### src/rtl/fetch_stage.sv
// Instruction-fetch stage with IF/ID register: single-outstanding imem requests, stall hold buffer, EX redirects.
// Optional misaligned-redirect trap (HALT state) is built when FETCH_ALIGN_CHECK_EN is defined.
module fetch_stage #(
    parameter int unsigned             ADDR_W   = 32,
    parameter logic [ADDR_W-1:0]       RESET_PC = '0
) (
    input  logic              clk,
    input  logic              rst_n,
    output logic              imem_req,
    output logic [ADDR_W-1:0] imem_addr,
    input  logic              imem_valid,
    input  logic [31:0]       imem_rdata,
    input  logic              stall,
    input  logic              redirect,
    input  logic [ADDR_W-1:0] redirect_pc,
    output logic              if_valid,
    output logic [31:0]       if_instr,
    output logic [ADDR_W-1:0] if_pc,
    output logic [ADDR_W-1:0] if_pc_plus4,
    output logic              fetch_misaligned
);

    localparam logic [2:0] ST_ISSUE = 3'd0;
    localparam logic [2:0] ST_WAIT  = 3'd1;
    localparam logic [2:0] ST_HOLD  = 3'd2;
    localparam logic [2:0] ST_DROP  = 3'd3;
    localparam logic [ADDR_W-1:0] PC_STEP = ADDR_W'(4);

    logic [2:0]        state_q, state_d;
    logic [ADDR_W-1:0] pc_q, pc_d;
    logic [31:0]       buf_instr_q, buf_instr_d;
    logic [ADDR_W-1:0] buf_pc_q, buf_pc_d;
    logic              if_valid_q, if_valid_d;
    logic [31:0]       if_instr_q, if_instr_d;
    logic [ADDR_W-1:0] if_pc_q, if_pc_d;
    logic [ADDR_W-1:0] if_pc_plus4_q, if_pc_plus4_d;

    logic              load_new;
    logic              load_buf;
    logic [ADDR_W-1:0] target_pc;
    logic [2:0]        resume_st;     // after a redirect with nothing in flight
    logic [2:0]        drop_exit_st;  // after the discarded response returns

`ifdef FETCH_ALIGN_CHECK_EN
    localparam logic [2:0] ST_HALT = 3'd4;

    logic misaligned_q, misaligned_d;
    logic bad_target;

    assign bad_target   = redirect && (redirect_pc[1:0] != 2'b00);
    assign target_pc    = redirect_pc;
    assign resume_st    = bad_target ? ST_HALT : ST_ISSUE;
    assign drop_exit_st = (bad_target || misaligned_q) ? ST_HALT : ST_ISSUE;
    assign misaligned_d = misaligned_q | bad_target;

    always_ff @(posedge clk) begin
        if (!rst_n) begin
            misaligned_q <= 1'b0;
        end else begin
            misaligned_q <= misaligned_d;
        end
    end

    assign fetch_misaligned = misaligned_q;
`else
    logic unused_lsbs;

    assign unused_lsbs      = ^redirect_pc[1:0];
    assign target_pc        = {redirect_pc[ADDR_W-1:2], 2'b00};
    assign resume_st        = ST_ISSUE;
    assign drop_exit_st     = ST_ISSUE;
    assign fetch_misaligned = 1'b0;
`endif

    // Request is combinational on state so it appears in the first cycle out of reset.
    assign imem_req  = rst_n && (state_q == ST_ISSUE);
    assign imem_addr = imem_req ? pc_q : '0;

    always_comb begin
        state_d     = state_q;
        pc_d        = pc_q;
        buf_instr_d = buf_instr_q;
        buf_pc_d    = buf_pc_q;
        load_new    = 1'b0;
        load_buf    = 1'b0;
        case (state_q)
            ST_ISSUE: begin
                state_d = ST_WAIT;
                if (redirect) begin
                    pc_d    = target_pc;
                    state_d = ST_DROP;
                end
            end
            ST_WAIT: begin
                if (imem_valid) begin
                    if (redirect) begin
                        pc_d    = target_pc;
                        state_d = resume_st;
                    end else if (!stall) begin
                        load_new = 1'b1;
                        pc_d     = pc_q + PC_STEP;
                        state_d  = ST_ISSUE;
                    end else begin
                        buf_instr_d = imem_rdata;
                        buf_pc_d    = pc_q;
                        pc_d        = pc_q + PC_STEP;
                        state_d     = ST_HOLD;
                    end
                end else if (redirect) begin
                    pc_d    = target_pc;
                    state_d = ST_DROP;
                end
            end
            ST_HOLD: begin
                if (redirect) begin
                    buf_instr_d = '0;
                    buf_pc_d    = '0;
                    pc_d        = target_pc;
                    state_d     = resume_st;
                end else if (!stall) begin
                    load_buf = 1'b1;
                    state_d  = ST_ISSUE;
                end
            end
            ST_DROP: begin
                if (redirect) begin
                    pc_d = target_pc;
                end
                if (imem_valid) begin
                    state_d = drop_exit_st;
                end
            end
`ifdef FETCH_ALIGN_CHECK_EN
            ST_HALT: begin
                state_d = ST_HALT;
            end
`endif
            default: begin
                state_d = ST_ISSUE;
            end
        endcase
    end

    // IF/ID: redirect beats stall, stall beats any load, otherwise bubble.
    always_comb begin
        if_valid_d    = 1'b0;
        if_instr_d    = if_instr_q;
        if_pc_d       = if_pc_q;
        if_pc_plus4_d = if_pc_plus4_q;
        if (redirect) begin
            if_valid_d = 1'b0;
        end else if (stall) begin
            if_valid_d = if_valid_q;
        end else if (load_new) begin
            if_valid_d    = 1'b1;
            if_instr_d    = imem_rdata;
            if_pc_d       = pc_q;
            if_pc_plus4_d = pc_q + PC_STEP;
        end else if (load_buf) begin
            if_valid_d    = 1'b1;
            if_instr_d    = buf_instr_q;
            if_pc_d       = buf_pc_q;
            if_pc_plus4_d = buf_pc_q + PC_STEP;
        end
    end

    always_ff @(posedge clk) begin
        if (!rst_n) begin
            state_q       <= ST_ISSUE;
            pc_q          <= RESET_PC;
            buf_instr_q   <= '0;
            buf_pc_q      <= '0;
            if_valid_q    <= 1'b0;
            if_instr_q    <= '0;
            if_pc_q       <= '0;
            if_pc_plus4_q <= '0;
        end else begin
            state_q       <= state_d;
            pc_q          <= pc_d;
            buf_instr_q   <= buf_instr_d;
            buf_pc_q      <= buf_pc_d;
            if_valid_q    <= if_valid_d;
            if_instr_q    <= if_instr_d;
            if_pc_q       <= if_pc_d;
            if_pc_plus4_q <= if_pc_plus4_d;
        end
    end

    assign if_valid    = if_valid_q;
    assign if_instr    = if_instr_q;
    assign if_pc       = if_pc_q;
    assign if_pc_plus4 = if_pc_plus4_q;

endmodule

### config.mk
export PLATFORM = sky130hd
export DESIGN_NAME = fetch_stage
export DESIGN_NICKNAME = d
export VERILOG_FILES = /design/src/rtl/fetch_stage.sv
export SDC_FILE = /design/constraint.sdc
export NUM_CORES = 1
export LEC_CHECK = 0
export BUFFER_PORTS_ARGS = -buffer_cell sky130_fd_sc_hd__buf_2
export CORE_UTILIZATION = 40
export CTS_CLUSTER_SIZE = 28
export DETAILED_ROUTE_END_ITERATION = 7
export PLACE_DENSITY_LB_ADDON = 0.1
export SLEW_MARGIN = 20
export SYNTH_ARGS = -nofsm -noshare
export SYNTH_HDL_FRONTEND = slang
export SYNTH_SLANG_ARGS = --single-unit
### constraint.sdc
create_clock -name clk -period 3.12 [get_ports clk]
set_input_delay 0.312 -clock clk [delete_from_list [all_inputs] [get_ports clk]]
set_output_delay 0.312 -clock clk [all_outputs]
set_load 0.03 [all_outputs]
=== Word level (Yosys, flattened, before mapping) ===
Cells that the tools add are included.

* Flip-flop bits (word level): 196
* Input port bits: 69
* Output and inout port bits: 131
* Word-level logic and storage cells: 69

* Bitwise gates (word level): 3
* Add/subtract/negate cells: 2
* Muxes and demuxes: 36
* Eq/ne operators: 10
* Reduce and logical (&&, ||, !) cells: 10

{| class="wikitable"
|+ Operators with widths
! kind !! number
|-
| two-way mux 32 bit || 17
|-
| case mux 32 bit (2 select lines) || 3
|-
| adder 32 x 3 -> 32 bit, second input constant || 2
|-
| two-way mux 3 bit || 5
|-
| case mux 3 bit (4 select lines) || 1
|-
| inequality test 2 bit, second input constant || 5
|-
| two-way mux 1 bit || 7
|-
| equality test 3 x 2 -> 1 bit, second input constant || 2
|-
| two-way mux 2 bit || 3
|-
| inequality test 3 bit, second input constant || 2
|-
| AND reduction 3 bit || 2
|-
| nonzero test 2 bit || 3
|-
| AND reduction 5 bit || 1
|-
| equality test 3 x 1 -> 1 bit, second input constant || 1
|-
| logical NOT 3 bit || 1
|-
| inverter 1 bit || 3
|-
| OR reduction 3 bit || 1
|-
| OR reduction 2 bit || 1
|-
| logical AND 1 bit || 1
|}

=== Longest topological paths before layout ===
Gate-level depths: netlist of the first run.

* Word-level depth: 6
* Gate-level depth with buffers: 8
* Gate-level depth less buffers: 7

=== Worst setup path after synthesis of the first run ===
Ideal clock, no wire load.

* Kind: input to output
* Start point: input rst_n
* End point: output imem_addr[23]
* Buffers on the path: 3
* Stages on the path: 5
* Setup slack: 0.915 ns
* Data arrival time: 1.893 ns
* Data required time: 2.808 ns
* Path through: clkbuf_1 inv_1 clkbuf_1 clkbuf_1 nor4_1

* Longest elaborated chain between the ends: 2

{| class="wikitable"
|+ RTL lines
! item !! RTL line !! text
|-
| from (decl) || 8 || <nowiki>input logic rst_n,</nowiki>
|-
| logical AND 1 bit || 76 || <nowiki>assign imem_req = rst_n && (state_q == ST_ISSUE);</nowiki>
|-
| two-way mux 32 bit || 77 || <nowiki>assign imem_addr = imem_req ? pc_q : '0;</nowiki>
|-
| to (decl) || 10 || <nowiki>output logic [ADDR_W-1:0] imem_addr,</nowiki>
|}

Every way passes these cells.

=== Worst setup path in the final report of the first run ===
* Start point: register state_q[1]
* End point: output imem_addr[31]

* Longest elaborated chain between the ends: 3

{| class="wikitable"
|+ RTL lines
! item !! RTL line !! text
|-
| from (decl) || 29 || <nowiki>logic [2:0] state_q, state_d;</nowiki>
|-
| from (signal assigned) || 178 || <nowiki>state_q <= state_d;</nowiki>
|-
| logical NOT 3 bit || 76 ||
|-
| logical AND 1 bit || 76 ||
|-
| two-way mux 32 bit || 77 ||
|}

Every way passes these cells.

==> results.ini, run 1 <==
[detailed_routing]
drt-initial-drc-count = 636
drc = 0
wl_per_cell_um = 19.25
first_pass_iters = 5
wl_um = 29980
antenna_left = 0
dr_total_vias = 8877
viasPerCell = 5.698

[die]
core_mm2 = 0.02271
die_w_um = 154.3
start_util_pct = 40.88
die_h_um = 154.3
dieArea_mm2 = 0.02382
io_pins = 200
row_count = 55

[synthesis]
synth_seq_cells = 193
avgSynthCellArea_um2 = 8.128
yosysTopAreaCellShare_pct = 41.62
synth_cell_types = 62
synth_area_leader_cell = dfxtp_1
syn_nets = 1213
ys_seq_area_share_pct = 41.62
synth_cells = 1142
yosysWarnings = 0
synth_area_leaders = dfxtp_1 42%, a21oi_1 8.7%, nand3_1 4.9%, o21ai_0 4.6%, nand2_1 4.6%
synth.cell_area_mm2 = 0.009283

[clock_network]
clkSinkCount = 193
post_cts_resized = 0
cts_tree = done
insertion_delay_ns = 0.44
post_cts_buffers = 0
htree_num_levels = 4
clk_path_buf_depth = 2
cts_hold_buf = 0
cts_root_buf = clkbuf_16
cts_buffers = 17
clk_pin_slew_ns = 0.08

[global_route]
track_usage_pct = 25.11
grt_overflow_total = 0
grt_pass1_vias = 8185
antenna_found_initial = 1
grt_pass1_wl_um = 47040
grt_start_max_net_pins = 98

[finish]
fin_cells = 1558
fillers = 2271
multi_input_area_mm2 = 0.004865
area_growth_pct = 17.56
drive_above_1_share_pct = 22.96
design_area_mm2 = 0.01091
seqCellArea_mm2 = 0.003864
fin_nets = 1330

[timing]
skew_ns = 0.01231
slew_headroom_pct = 35.65
fin_crit_sh_pct = 82.14
worst_pin_slew_ns = 0.9652
setup_viol = 0
fin_setup_tns_ns = 0
fmax_mhz = 390.2
final.setup.worst_slack_ns = 0.5571
rsz0062_at_grt = no
finalCriticalPeriod_ns = 2.563
hold_viol = 0
drv_slew = 0

[placement]
place_area_mm2 = 0.01033
dp_cells = 1525
post-place-ws_ns = 0.8538
port_buffers = 196
dp.final_hpwl_um = 19020
place_congestion = 0.8149

[run]
drv_cap = 0

[setup_path]
start_kind = flop
critPathKind = flop to output port
crit_required_ns = 2.81
path_cells = nor3_2, buf_12, and2_1, buf_2
worstPathArrival_ns = 2.25
cp_slowest_cell = nor3_2
max_stage_delay_ns = 0.69
cp-end-kind = output port
r2r_cells = 6
cp_max_fo = 20

[hold_path]
hold_path_class = input port to flop
whs_path_depth = 2

[pwr]
leakage_nw = 4.349
max-vdd-ir-drop_mv = 0.3398
powerDensity_mw_per_mm2 = 530.7

[run_status]
status = complete, no violations

[cells in the mapped netlist (all sizes together)]
cell type / number
conb: 1
nand4b: 1
nor2: 44
dfxtp: 193
clkbuf: 67
xnor2: 44
o21ai: 89
and3: 8
and2: 34
o211a: 1
o31ai: 1
nand2b: 3
nor4: 10
a31oi: 4
mux2i: 4
o221ai: 8
nand3: 95
nor2b: 5
a221oi: 5
nand3b: 1
and4: 10
o32ai: 1
xor2: 36
nand2: 115
nor3: 14
o311a: 1
o21a: 1
ha: 2
nand4: 22
o311ai: 2
a311oi: 2
inv: 6
o211ai: 5
a211oi: 15
or2: 1
a22oi: 4
or3: 2
o22ai: 66
buf: 57
a21oi: 162
[power by group]
group | internal (mW) | switching (mW) | leakage [nW] | total [mW]
sequential | 2.58 | 0.129 | 1.57 | 2.71
combinational | 0.299 | 0.621 | 2.51 | 0.920
clock | 1.06 | 1.10 | 0.266 | 2.16
[final timing paths]
kind / slack [ns] / from / to
hold reg to reg: 0.45 / buf_pc_q[1]$_SDFFE_PN0P_ / buf_pc_q[1]$_SDFFE_PN0P_
setup / recovery: 0.56 / state_q[1]$_SDFFE_PN0P_ / imem_addr[31]
hold / removal: 0.1 / redirect_pc[20] / pc_q[20]$_SDFFE_PN0P_
setup reg to reg: 0.82 / pc_q[5]$_SDFFE_PN0P_ / pc_q[25]$_SDFFE_PN0P_
[state kept, by name (all words and copies together), names as in the netlist]
signal       count
buf_pc_q        32
if_pc_plus4     30
if_instr        32
buf_instr_q     32
if_valid         1
state_q          2
if_pc           32
pc_q            32
[stage by stage]
stage	util [%]	power, mW	hold slack (ns)
after CTS	48.04	5.841	0.08096
after global placement	45.51	3.681	0.4376
after detailed placement	45.51	3.686	0.4432
after global routing	48.06	6.024	0.08898
after floorplan	-	3.375	0.4320
final	48.06	5.792	0.09566
[area by class of cell]
type | count | share of cell area [%]
diodes | 1 | 0.02293
clock buffers | 17 | 3.898
clock inverters | 15 | 1.376
well taps | 285 | 3.268
repair buffers | 222 | 11.24
multi-input cells | 819 | 44.58
flip-flops and latches | 193 | 35.40
inverters | 6 | 0.2178
[logic make-up (layout without fill, tap and decap cells)]
kind of cell / after synthesis / after routing / share of synthesized area [%]
other: 1 / 2 / 0.04040
muxes: 4 / 4 / 0.4313
adders and majority gates: 2 / 2 / 0.2695
and+or+nand+nor: 365 / 365 / 21.15
buffers and inverters: 130 / 260 / 6.349
AOI/OAI and AO/OA: 367 / 367 / 22.59
xor gates and xnor gates: 80 / 80 / 7.548
DFF: 193 / 193 / 41.62
[layer usage]
layer / track usage [%] / vias up / part of all wire, %
met3: 4.427 / 23 / 5.3
met1: 36.02 / 4259 / 48
met2: 39.00 / 294 / 45
met4: 6.035 / 0 / 1.2
met5: 0 / - / 0
li1: - / 4301 / -
[worst max-delay path, delay by kind of cell (launching register included)]
kind | cells | cell delay, ns
buffers and inverters | 2 | 0.46
flip-flops | 1 | 0.45
AND/OR/NAND/NOR | 2 | 0.90
[cell usage in the layout (no fill, tap or decap), types with 3 or more instances in the layout]
cell        instances
a31oi_1             4
xnor2_1            44
o21ai_0            86
clkinvlp_4          5
o221ai_1            8
a22oi_1             3
nor4_1              4
nand3_1            91
a211oi_1           14
nand2_1           114
xor2_1             36
and2_1             33
buf_12              4
nand3_2             3
clkbuf_16          17
mux2i_1             4
o22ai_1            66
and3_1              8
nor2_1             40
inv_8               4
buf_4              22
nand4_1            20
nor3_4              4
buf_2             196
dfxtp_1           193
nor4_2              4
nor2_2              3
nor3_1              8
inv_1               3
a21oi_1           161
nor2b_1             4
and4_1              9
o211ai_1            5
a221oi_1            3
No activity file was read; power rests on OpenSTA's default activity.
==> run 2: changes to the inputs <==
==> constraint.sdc (replaced) <==
create_clock -name clk -period 2.2 [get_ports clk]
set_input_delay 0.22 -clock clk [delete_from_list [all_inputs] [get_ports clk]]
set_output_delay 0.22 -clock clk [all_outputs]
set_load 0.03 [all_outputs]
==> run 2 against run 1 <==
Cell area is 4.2% higher. Flip-flop and latch count stayed put. Non-clock buffer count is 52 higher. Wire length is 1.3% higher. Combinational power is 57% higher. Core utilization is 2.0 points higher. Global-route usage is 0.30 points higher. First-iteration DRC count is 6.0% lower. Critical endpoint unchanged. Largest power group unchanged. Highest routed layer unchanged. Count of clock-buffer cells in the layout stayed put.
==> results.ini, run 2 (synthesis results as in run 1) <==
[finish]
fin_nets = 1382
design_area_mm2 = 0.01137
final_util_pct = 50.05
drive_above_1_share_pct = 25.98
area_growth_pct = 22.44
mostFrequentLayoutCells = 196 x buf_2, 193 x dfxtp_1, 161 x a21oi_1, 114 x nand2_1, 91 x nand3_1
layout_commonest_cell = buf_2
fin_cells = 1611

[setup_path]
cp_slowest_cell = dfxtp_1
reg2reg_to = pc_q[25]$_SDFFE_PN0P_
crit_family = buffers and inverters
worstPathArrival_ns = 1.90
r2r_start = pc_q[6]$_SDFFE_PN0P_
start_kind = flop
r2r_cells = 6
regToRegSetupSlack_ns = 0.18
worstSetupEndpoint = imem_addr[31]
critPathKind = flop to output port
worst-path-buf-inv = 3
cp.depth = 5
crit_required_ns = 1.98
cpMostUsedCell = buf_4
path_cells = buf_4, nor3_2, buf_4, and2_1, buf_2
startpoint = state_q[1]$_SDFFE_PN0P_
cp-end-kind = output port
cp_max_fo = 20
max_stage_delay_ns = 0.36

[timing]
fmax_mhz = 472.6
slew_headroom_pct = 38.58
drv_slew = 0
final.setup.worst_slack_ns = 0.08424
timing.hold.ws_ns = 0.01182
rsz0062_at_grt = no
finalCriticalPeriod_ns = 2.116
fin_setup_tns_ns = 0
fin_crit_sh_pct = 96.17
worst_pin_slew_ns = 0.9213
skew_ns = 0.01627
setup_viol = 0
hold_viol = 0

[clock_network]
htree_num_levels = 4
clk_pin_slew_ns = 0.08
clkSinkCount = 193
post_cts_resized = 0
cts_buffers = 17
cts_hold_buf = 0
post_cts_buffers = 0
clk_path_buf_depth = 2
insertion_delay_ns = 0.44
cts_tree = done
cts_root_buf = clkbuf_16

[pwr]
p_sw_mw = 2.723
seq_power_share_pct = 45.0
leakage_nw = 4.653
switching_share_pct = 32.32
p_total_mw = 8.425
powerDensity_mw_per_mm2 = 741.2
max-vdd-ir-drop_mv = 0.4758
clock_power_share_pct = 37.9
p_comb_share_pct = 17.1
p_int_mw = 5.702

[die]
start_util_pct = 40.88
die_w_um = 154.3
io_pins = 200
core_mm2 = 0.02271
die_h_um = 154.3
dieArea_mm2 = 0.02382
row_count = 55

[placement]
dp_cells = 1577
place_congestion = 0.8681
dp.final_hpwl_um = 20440
place_area_mm2 = 0.01075
post-place-ws_ns = 0.2334
port_buffers = 196

[global_route]
track_usage_pct = 25.41
grt_start_max_net_pins = 98
antenna_found_initial = 2
grt_pass1_wl_um = 47590
grt_overflow_total = 0
grt_pass1_vias = 8321

[detailed_routing]
drt-initial-drc-count = 598
antenna_left = 0
drc = 0
wl_um = 30380
wl_per_cell_um = 18.86
first_pass_iters = 7
viasPerCell = 5.605
dr_total_vias = 9030

[hold_path]
hold_path_class = input port to flop

[run_status]
status = complete, no violations

[run]
drv_cap = 0

## run 2: cell types whose count changed in the layout (fill, tap and decap cells not counted)
cell	change
buf_12	+2
buf_4	+50
clkinv_4	-1
clkinv_8	+4
clkinvlp_4	-4
diode_2	+1
inv_6	+1
## run 2: worst min-delay path, cell delays in order
cell	delay, ns
buf_2	0.08
a21oi_1	0.05
nor2_1	0.07
## run 2: per-layer routing
layer / vias to the layer above / wire length, um / GRT usage, %
li1: 4411 / - / -
met1: 4332 / 14810 / 36.94
met2: 263 / 13860 / 39.50
met3: 24 / 1412 / 3.530
met4: 0 / 303 / 6.271
met5: - / 0 / 0
## run 2: worst min-delay path by stage
| stage | from | endpoint | slack (ns) | depth (start not counted) |
|---|---|---|---|---|
| finish | redirect_pc[3] | pc_q[3]$_SDFFE_PN0P_ | 0.01 | 3 |
| global route | redirect_pc[20] | pc_q[20]$_SDFFE_PN0P_ | 0.02 | 2 |
| CTS | redirect_pc[3] | pc_q[3]$_SDFFE_PN0P_ | 0.005 | 3 |
| detailed placement | buf_pc_q[1]$_SDFFE_PN0P_ | buf_pc_q[1]$_SDFFE_PN0P_ | 0.44 | 2 |
| global placement | buf_instr_q[2]$_SDFFE_PN0P_ | buf_instr_q[2]$_SDFFE_PN0P_ | 0.44 | 2 |
| floorplan | redirect_pc[20] | pc_q[20]$_SDFFE_PN0P_ | 0.36 | 1 |
## run 2: area by class of cell
type                    count  area, um2
well taps                 285      356.6
inverters                   6      23.77
repair buffers            274       1642
clock buffers              17      425.4
flip-flops and latches    193       3864
diodes                      2      5.005
multi-input cells         819       4865
clock inverters            15      185.2
fillers                  2275      11340
## run 2: power groups by stage
| stage | logic [mW] | clock network (mW) | registers [mW] |
|---|---|---|---|
| floorplan | 0.791 | 0 | 3.99 |
| finish | 1.44 | 3.19 | 3.79 |
| global route | 1.56 | 3.39 | 3.81 |
| detailed placement | 1.44 | 0 | 3.87 |
| CTS | 1.44 | 3.24 | 3.79 |
| global placement | 1.44 | 0 | 3.87 |
